===== src/rtl/pam4_pkg.sv =====
// Shared PAM4 transmitter types: line levels, Gray symbol map, FSM states, payload mode codes
// and the PRBS7 (x^7+x^6+1) seed and tap positions.
package pam4_pkg;

  localparam logic signed [7:0] LVL_P96  = 8'sd96;
  localparam logic signed [7:0] LVL_P32  = 8'sd32;
  localparam logic signed [7:0] LVL_N32  = -8'sd32;
  localparam logic signed [7:0] LVL_N96  = -8'sd96;
  localparam logic signed [7:0] LVL_ZERO = 8'sd0;

  typedef enum logic [1:0] {
    ST_IDLE     = 2'd0,
    ST_PREAMBLE = 2'd1,
    ST_PAYLOAD  = 2'd2
  } state_e;

  typedef enum logic [1:0] {
    MODE_USER = 2'd0,
    MODE_PRBS = 2'd1,
    MODE_CLK  = 2'd2,
    MODE_IDLE = 2'd3
  } mode_e;

  localparam logic [6:0] PRBS7_SEED  = 7'h7F;
  localparam int         PRBS7_TAP_A = 6;
  localparam int         PRBS7_TAP_B = 5;

  function automatic logic signed [7:0] gray_level(input logic [1:0] s);
    case (s)
      2'b00:   return LVL_N96;
      2'b01:   return LVL_N32;
      2'b11:   return LVL_P32;
      default: return LVL_P96;
    endcase
  endfunction

endpackage


===== src/rtl/pam4_prbs7.sv =====
// PRBS7 LFSR that advances two steps per enabled cycle; sym is the pair those two steps produce,
// first bit in sym[1]. Combinational output, state updates on the next edge.
module pam4_prbs7
  import pam4_pkg::*;
(
  input  logic       clk,
  input  logic       rst,
  input  logic       step2,
  output logic [1:0] sym
);

  logic [6:0] lfsr_q, lfsr_d;
  logic       n1, n2;

  always_comb begin
    // second step taps are the first step's taps shifted down one place
    n1     = lfsr_q[PRBS7_TAP_A] ^ lfsr_q[PRBS7_TAP_B];
    n2     = lfsr_q[PRBS7_TAP_A - 1] ^ lfsr_q[PRBS7_TAP_B - 1];
    sym    = {n1, n2};
    lfsr_d = step2 ? {lfsr_q[4:0], n1, n2} : lfsr_q;
  end

  always_ff @(posedge clk or posedge rst) begin
    if (rst) lfsr_q <= PRBS7_SEED;
    else     lfsr_q <= lfsr_d;
  end

endmodule


===== src/rtl/pam4_tx.sv =====
// PAM4 transmitter: preamble then user/PRBS7/clock/idle payload, registered level/sym/strobe once per
// baud period; s_ready is combinational. PRBS7 source present only when PAM4_TX_PRBS_EN is defined.
module pam4_tx
  import pam4_pkg::*;
#(
  parameter int DIV_W        = 8,
  parameter int PREAMBLE_LEN = 64
) (
  input  logic                    clk,
  input  logic                    rst,
  input  logic                    en,
  input  logic [DIV_W-1:0]        baud_div,
  input  logic [1:0]              mode,
  input  logic [7:0]              s_data,
  input  logic                    s_valid,
  output logic                    s_ready,
  output logic signed [7:0]       tx_level,
  output logic [1:0]              sym,
  output logic                    sym_stb,
  output logic                    busy,
  output logic                    underrun
);

  localparam int PRE_W = $clog2(PREAMBLE_LEN + 1);

  state_e            state_q, state_d;
  logic [DIV_W-1:0]  cnt_q, cnt_d;
  logic [PRE_W-1:0]  pre_q, pre_d;
  logic              phase_q, phase_d;
  logic [1:0]        idx_q, idx_d;
  logic [7:0]        sh_q, sh_d;
  logic [7:0]        buf_q, buf_d;
  logic              buf_vld_q, buf_vld_d;
  logic              underrun_q, underrun_d;
  logic signed [7:0] level_q, level_d;
  logic [1:0]        sym_q, sym_d;
  logic              stb_q, stb_d;
  logic              stb, load, accept, live;
  mode_e             mode_s;

  assign mode_s  = mode_e'(mode);
  assign stb     = en && (cnt_q >= baud_div);
  assign load    = stb && (state_q == ST_PAYLOAD) && (mode_s == MODE_USER) && (idx_q == 2'd0) && buf_vld_q;
  // the buffer frees up in the same cycle it is moved into the shifter
  assign s_ready = en && !rst && (!buf_vld_q || load);
  assign accept  = s_valid && s_ready;

`ifdef PAM4_TX_PRBS_EN
  logic       prbs_step;
  logic [1:0] prbs_sym;

  assign prbs_step = stb && (state_q == ST_PAYLOAD) && (mode_s == MODE_PRBS);

  pam4_prbs7 u_prbs7 (
    .clk   (clk),
    .rst   (rst),
    .step2 (prbs_step),
    .sym   (prbs_sym)
  );
`endif

  always_comb begin
    state_d    = state_q;
    cnt_d      = cnt_q;
    pre_d      = pre_q;
    phase_d    = phase_q;
    idx_d      = idx_q;
    sh_d       = sh_q;
    buf_d      = buf_q;
    buf_vld_d  = buf_vld_q;
    underrun_d = underrun_q;
    level_d    = level_q;
    sym_d      = sym_q;
    stb_d      = 1'b0;
    live       = 1'b0;
    if (!en) begin
      state_d   = ST_IDLE;
      cnt_d     = '0;
      pre_d     = '0;
      phase_d   = 1'b0;
      idx_d     = 2'd0;
      sh_d      = 8'd0;
      buf_d     = 8'd0;
      buf_vld_d = 1'b0;
      level_d   = LVL_ZERO;
      sym_d     = 2'b00;
    end else begin
      cnt_d = stb ? '0 : cnt_q + 1'b1;
      stb_d = stb;
      if (stb) begin
        if (state_q != ST_PAYLOAD) begin
          sym_d   = phase_q ? 2'b00 : 2'b10;
          live    = 1'b1;
          phase_d = ~phase_q;
          pre_d   = pre_q + 1'b1;
          state_d = (pre_q == PRE_W'(PREAMBLE_LEN - 1)) ? ST_PAYLOAD : ST_PREAMBLE;
        end else begin
          sym_d = 2'b00;
          idx_d = 2'd0;
          case (mode_s)
            MODE_USER: begin
              if (idx_q != 2'd0) begin
                sym_d = sh_q[7:6];
                sh_d  = {sh_q[5:0], 2'b00};
                idx_d = idx_q + 2'd1;
                live  = 1'b1;
              end else if (buf_vld_q) begin
                sym_d     = buf_q[7:6];
                sh_d      = {buf_q[5:0], 2'b00};
                idx_d     = 2'd1;
                buf_vld_d = 1'b0;
                live      = 1'b1;
              end else begin
                underrun_d = 1'b1;
              end
            end
            MODE_CLK: begin
              sym_d   = phase_q ? 2'b00 : 2'b10;
              phase_d = ~phase_q;
              live    = 1'b1;
            end
`ifdef PAM4_TX_PRBS_EN
            MODE_PRBS: begin
              sym_d = prbs_sym;
              live  = 1'b1;
            end
`endif
            default: ;
          endcase
        end
        level_d = live ? gray_level(sym_d) : LVL_ZERO;
      end
      if (accept) begin
        buf_d     = s_data;
        buf_vld_d = 1'b1;
      end
    end
  end

  always_ff @(posedge clk or posedge rst) begin
    if (rst) begin
      state_q    <= ST_IDLE;
      cnt_q      <= '0;
      pre_q      <= '0;
      phase_q    <= 1'b0;
      idx_q      <= 2'd0;
      sh_q       <= 8'd0;
      buf_q      <= 8'd0;
      buf_vld_q  <= 1'b0;
      underrun_q <= 1'b0;
      level_q    <= LVL_ZERO;
      sym_q      <= 2'b00;
      stb_q      <= 1'b0;
    end else begin
      state_q    <= state_d;
      cnt_q      <= cnt_d;
      pre_q      <= pre_d;
      phase_q    <= phase_d;
      idx_q      <= idx_d;
      sh_q       <= sh_d;
      buf_q      <= buf_d;
      buf_vld_q  <= buf_vld_d;
      underrun_q <= underrun_d;
      level_q    <= level_d;
      sym_q      <= sym_d;
      stb_q      <= stb_d;
    end
  end

  assign tx_level = level_q;
  assign sym      = sym_q;
  assign sym_stb  = stb_q;
  assign busy     = (state_q != ST_IDLE);
  assign underrun = underrun_q;

endmodule


===== config.mk =====
export PLATFORM = sky130hd
export DESIGN_NAME = pam4_tx
export DESIGN_NICKNAME = d
export VERILOG_FILES = /design/src/rtl/pam4_pkg.sv /design/src/rtl/pam4_prbs7.sv /design/src/rtl/pam4_tx.sv
export SDC_FILE = /design/constraint.sdc
export NUM_CORES = 1
export LEC_CHECK = 0
export ABC_AREA = 0
export CAP_MARGIN = 20
export CORE_ASPECT_RATIO = 1.1
export CORE_MARGIN = 2
export CORE_UTILIZATION = 55
export DETAILED_ROUTE_END_ITERATION = 8
export GPL_TIMING_DRIVEN = 0
export PLACE_DENSITY = 0.86
export SLEW_MARGIN = 10
export SYNTH_ARGS = -nofsm -noshare
export SYNTH_HDL_FRONTEND = slang
export SYNTH_SLANG_ARGS = --single-unit
export TNS_END_PERCENT = 5

===== constraint.sdc =====
create_clock -name clk -period 5.5 [get_ports clk]
set_input_delay 1.1 -clock clk [delete_from_list [all_inputs] [get_ports clk]]
set_output_delay 1.1 -clock clk [all_outputs]
set_load 0.05 [all_outputs]

==> impl_metrics.ini, run 1 <==
[critical_path]
start_kind = input pin
cp-end-kind = output port
crit_chain = clkdlybuf4s50_1 -> inv_1 -> ha_1 -> o21ai_1 -> a211o_1 -> o21a_4 -> buf_6 -> o21ai_2 -> and3_1 -> clkdlybuf4s50_1
worstPathMaxFanout = 10
reg2reg_depth = 9
cp.depth = 10
cpMaxStageDelayCell = clkdlybuf4s50_1
critPathKind = in -> out
cp.arrival_ns = 4.04
cp_top_family = buffers and inverters
cp_common_cell = clkdlybuf4s50_1
rr_endpoint = tx_level[7]
critical_path_buf_inv_count = 4
r2r_slack_ns = 2.92
slowest_delay_ns = 0.80
crit_required_ns = 4.40
rr_startpoint = idx_q[0]

[routing]
antenna_left = 0
wl_per_cell_um = 15.70
drcViolationCount = 0
routed_via_density = 5.948
dr.pass1.iters = 4
drt_iter0_markers = 121
wirelength_um = 5715
vias = 2165

[floorplan]
core-area_um2 = 4317
dieWidth_um = 68.15
die_height_um = 74.57
start_util = 0.5768
ioPinCount = 36
dieArea_um2 = 5082
rows = 25

[timing]
max_slew_margin = 0.6461
skew_ns = 0.009073
min_period_over_period = 0.9351
fin_tns_setup_ns = 0
hold_ws_ns = 0.4779
fmax_mhz = 194.4
rsz0062_at_grt = false
finalMaxSlewViolations = 0
min_period_ns = 5.143
worst_slew_pin_slew_ns = 0.5309
hold_viol_final = 0
finalSetupViolCount = 0

[global_route]
grt_util_all_layers = 0.2544
first_global_vias = 2160
antenna_found_initial = 0
grt.overflow.total = 0
grt_pass1_wl_um = 9811
grt_max_degree = 24

[clocking]
clock_latency_ns = 0.30
clockBufferDepth = 2
cts_buffers = 5
cts_resized = 0
clkSinkCount = 42
clk_pin_slew_worst_paths_ns = 0.08
cts_root_buf = clkbuf_8
htree_levels = 2
holdBufCountCts = 0
cts_tree = yes
cts_setup_buffers = 0

[synth]
yosysTopAreaCellShare = 0.4221
synth_cell_type_count = 47
ys_top_cells_by_area = dfrtp_1 (42%), ha_1 (7.0%), nand3_1 (4.4%)
synthArstFlopShare = 1.000
ys_seq_elements = 42
netlist_instances = 267
yosys_warnings = 0
syn_area_per_cell_um2 = 9.325
syn_area_um2 = 2490
synth_flop_cell = dfrtp_1
synth_edf_count = 0
ys_seq_area_frac = 0.4221
yosysTopAreaCell = dfrtp_1

[finish]
syn_to_final_growth_pct = 22.21
final_util = 0.7049
n_fill_cell = 342
finalNetCount = 345
drive_above_1_share = 0.1032
diodes = 0

[min_path]
min-delay-start = underrun
hold_end = underrun
whs_path_depth = 1
hold_path_class = reg -> reg

[placed_design]
gp_congestion = 0.8540
port_buffers = 30
hpwl_um = 4110

[pwr]
p_per_area_nw_per_um2 = 234.6
ir_drop_mv = 0.1559
p_leak_uw = 0.001303

[run_status]
status = finished clean

[run]
cap_viol_max_count = 0
-- cells in the mapped netlist (all sizes together), types with 2 or more instances --
library cell / count
xor2: 4
nor3: 9
a31o: 7
dfrtp: 42
xnor2: 2
nand2b: 6
or4: 4
inv: 17
a21oi: 18
nand4: 2
a211oi: 2
clkbuf: 9
o21a: 4
o21ai: 11
buf: 11
or3: 6
nand2: 19
ha: 14
a31oi: 5
mux2: 4
nor2b: 2
o31ai: 9
o2111ai: 2
nand3: 22
mux2i: 2
and3: 5
nor4: 4
nor2: 14
-- routing by layer --
layer,wire (um),up-vias,part of all wire,track usage
li1,-,1035,-,-
met1,2415,1062,0.42,0.3294
met2,2957,61,0.52,0.4304
met3,265,7,0.046,0.04992
met4,76,0,0.013,0.07556
met5,0,-,0,0
-- layout by cell type (no fill, tap or decap), types with 5 or more instances in the layout --
cell and count:
a21oi_1 18, a31o_1 7, a31oi_1 5, and3_1 5
buf_4 5, clkbuf_1 9, clkbuf_8 6, clkdlybuf4s50_1 30
conb_1 5, dfrtp_1 42, ha_1 14, inv_1 16
nand2_1 18, nand2b_1 6, nand3_1 22, nor2_1 14
nor3_1 8, o21ai_0 8, o31ai_1 9, or3_1 6
-- through the flow --
| step | area (um^2) | worst slack, ns | std cells | total power (uW) |
|---|---|---|---|---|
| 5_1_grt | 3043 | 0.2234 | 364 | 734.6 |
| 6_report | 3043 | 0.3570 | 364 | 714.0 |
| 4_1_cts | 3043 | 0.3502 | 364 | 716.7 |
| 3_5_place_dp | 2900 | 0.3940 | 356 | 416.4 |
| 2_1_floorplan | 2505 | 1.545 | 271 | 382.0 |
| 3_3_place_gp | 2873 | 0.4177 | 355 | 410.8 |
-- logic make-up (layout without fill, tap and decap cells) --
family          Yosys count  after routing  synth area share
compound gates           63             63            0.1794
xor+xnor                  6              6           0.02111
fa+ha+maj                14             14           0.07035
buf+inv                  37             76           0.06834
flops                    42             42            0.4221
mux                       6              6           0.02613
other cells               1              5          0.001506
simple gates             98             98            0.2111
-- how the worst max path moves through the flow --
stage	start	to	slack [ns]
5_1_grt	baud_div[3]	s_ready	0.22
2_1_floorplan	baud_div[2]	s_ready	1.55
3_5_place_dp	baud_div[3]	s_ready	0.39
6_report	baud_div[3]	s_ready	0.36
3_3_place_gp	baud_div[2]	s_ready	0.42
4_1_cts	baud_div[2]	s_ready	0.35
-- flip-flops by register name (all words and copies together) (netlist names) --
signal	flops
sym	2
sh_q	6
cnt_q	8
pre_q	7
tx_level	3
sym_stb	1
state_q	2
idx_q	2
underrun	1
buf_vld_q	1
buf_q	8
phase_q	1
-- power by group --
part,switching [uW],leakage (uW),internal [uW],total [uW]
registers,7.20,0.000580,315,322
logic,50.7,0.000651,37.6,88.2
clock network,110,0.0000714,194,303
-- final cells by class --
cell class / instances / area, um^2 / area share
buffer: 20 / 106.4 / 0.03495
inverter: 17 / 63.81 / 0.02097
sequential: 42 / 1051 / 0.3454
clock inverter: 2 / 60.06 / 0.01974
multi-input combinational: 192 / 1284 / 0.4219
tap: 54 / 67.56 / 0.02220
clock buffer: 6 / 82.58 / 0.02714
timing repair buffer: 31 / 327.8 / 0.1077
No activity file was read; power rests on OpenSTA's default activity.
==> inputs of run 2 (changes only) <==
CTS_CLUSTER_DIAMETER = 150   (was not set)
==> results of run 2 <==
Same layout as run 1: the final DEF is identical, and so are final timing and power.
==> inputs of run 3 (changes only) <==
CORE_UTILIZATION = 50   (was 55)
PLACE_DENSITY = 0.79   (was 0.86)
TNS_END_PERCENT = 10   (was 5)
==> run 3 against run 2 <==
Against the previous run:
- hold slack gained 0.023 ns
- combinational power fell by 1%
- global-route usage shrank 4.6 points
- clock skew fell by 0.0033 ns
- count of clock-buffer cells in the layout fell by 1
- critical endpoint unchanged
- die area rose by 9.4%
- non-clock buffer count is the same
- power down 16%
- cell count rose by 0.27%
- final area fell by 2.0%
- sequential share of layout area up 0.71 points
==> impl_metrics.ini, run 3 (synthesized netlist as in run 1, its figures left out) <==
[run_status]
status = finished clean

[global_route]
antenna_found_initial = 0
grt_util_all_layers = 0.2085
grt.overflow.total = 0
grt_max_degree = 24
grt_pass1_wl_um = 9287
first_global_vias = 2044

[critical_path]
cp_common_cell = clkdlybuf4s50_1
critPathKind = in -> out
start_kind = input pin
cp_top_family = buffers and inverters
critical_path_buf_inv_count = 4
crit_required_ns = 4.40
crit_chain = clkdlybuf4s50_1 -> inv_1 -> ha_1 -> o21ai_1 -> a211o_1 -> o21a_4 -> buf_6 -> o21ai_2 -> and3_1 -> clkdlybuf4s50_1
slowest_delay_ns = 0.80
cp.arrival_ns = 3.98
worstPathMaxFanout = 10
cp-end-kind = output port
cpMaxStageDelayCell = clkdlybuf4s50_1

[floorplan]
start_util = 0.5279
core-area_um2 = 4717
rows = 26
die_height_um = 78.01
dieWidth_um = 71.29
dieArea_um2 = 5561
ioPinCount = 36

[run]
cap_viol_max_count = 0

[timing]
max_slew_margin = 0.6330
worst_slew_pin_slew_ns = 0.5505
hold_viol_final = 0
finalSetupViolCount = 0
postLayoutSetupSlackWorst_ns = 0.4194
fmax_mhz = 196.8
rsz0062_at_grt = false
finalMaxSlewViolations = 0
min_period_ns = 5.081
fin_tns_setup_ns = 0
min_period_over_period = 0.9237
skew_ns = 0.005822

[clocking]
cts_buffers = 5
cts_root_buf = clkbuf_8
clock_latency_ns = 0.30
holdBufCountCts = 0
cts_setup_buffers = 0
clk_pin_slew_worst_paths_ns = 0.07
clockBufferDepth = 2
cts_tree = yes
htree_levels = 2
clkSinkCount = 42
cts_resized = 0

[finish]
stdcell_count = 365
multi_input_area_um2 = 1284
n_fill_cell = 415
layout_commonest_cell = dfrtp_1
layout_common_cells = dfrtp_1 (42), clkdlybuf4s50_1 (30), nand3_1 (22)
syn_to_final_growth_pct = 19.75
final_util = 0.6321
finalNetCount = 345
top_regs = buf_q x8, cnt_q x8, pre_q x7
drive_above_1_share = 0.1003
diodes = 0
regArea_um2 = 1051
final_cell_area_um2 = 2982

[pwr]
p_clk_frac = 0.318
p_leak_uw = 0.001275
switchingPower_uw = 162.9
p_per_area_nw_per_um2 = 201.5
switching_share = 0.2712
ir_drop_mv = 0.1497
seq_power_share = 0.536
p_int_uw = 437.8
p_comb_frac = 0.145

[routing]
antenna_left = 0
routed_via_density = 5.885
dr.pass1.iters = 4
drt_iter0_markers = 125
wl_per_cell_um = 14.89
vias = 2148
drcViolationCount = 0
wirelength_um = 5435

[placed_design]
pre_cts_slack_ns = 0.4148
gp_congestion = 0.8059
dp.cells = 358
port_buffers = 30
place_area_um2 = 2903
hpwl_um = 4002

[min_path]
hold_path_class = reg -> reg
## run 3: changes by cell type in the layout (fill, tap and decap cells not counted), sizes merged
cell | before | now
bufinv | 2 | 0
clkbuf | 15 | 14
clkinv | 0 | 2
## run 3: worst paths after layout
check	slack [ns]	cells after the start	startpoint	endpoint
min	0.50	1	underrun	underrun
max reg2reg	2.88	9	idx_q[0]	tx_level[7]
min reg2reg	0.50	1	underrun	underrun
max	0.42	10	baud_div[3]	s_ready
min in group asynchronous	1.15	2	rst	tx_level[5]
max in group asynchronous	3.87	3	rst	buf_q[3]
## run 3: metrics by stage
step / hold slack (ns) / power [uW]
final: 0.5004 / 600.8
after global routing: 0.5375 / 628.1
after CTS: 0.4967 / 604.4
after detailed placement: 0.4720 / 415.7
after global placement: 0.4757 / 411.1
after floorplan: 0.4666 / 382.0
## run 3: cell type report
cell class | count | area share
plain buffers | 20 | 0.03567
clock buffers | 5 | 0.02308
clock inverters | 2 | 0.003357
inverters | 17 | 0.02140
multi-input cells | 192 | 0.4305
flip-flops and latches | 42 | 0.3525
well taps | 56 | 0.02350
repair buffers | 31 | 0.1099
## run 3: power by group through the flow
stage	clock, uW	combinational [uW]	sequential, uW
CTS	194	88.0	322
global placement	0	83.3	328
global route	209	96.1	323
finish	191	87.3	322
floorplan	0	54.5	327
detailed placement	0	87.6	328
## run 3: worst reg2reg max path: cells and delay by family, from the launching register on
family          cells  cell delay (ns)
fa+ha+maj           2             0.45
compound gates      2             0.48
flops               1             0.38
buf+inv             3             0.58
simple gates        2             0.67
## run 3: layer usage
layer | track usage | wire length (um)
met1 | 0.2750 | 2399
met2 | 0.3426 | 2673
met3 | 0.05006 | 309
met4 | 0.05660 | 53
met5 | 0 | 0
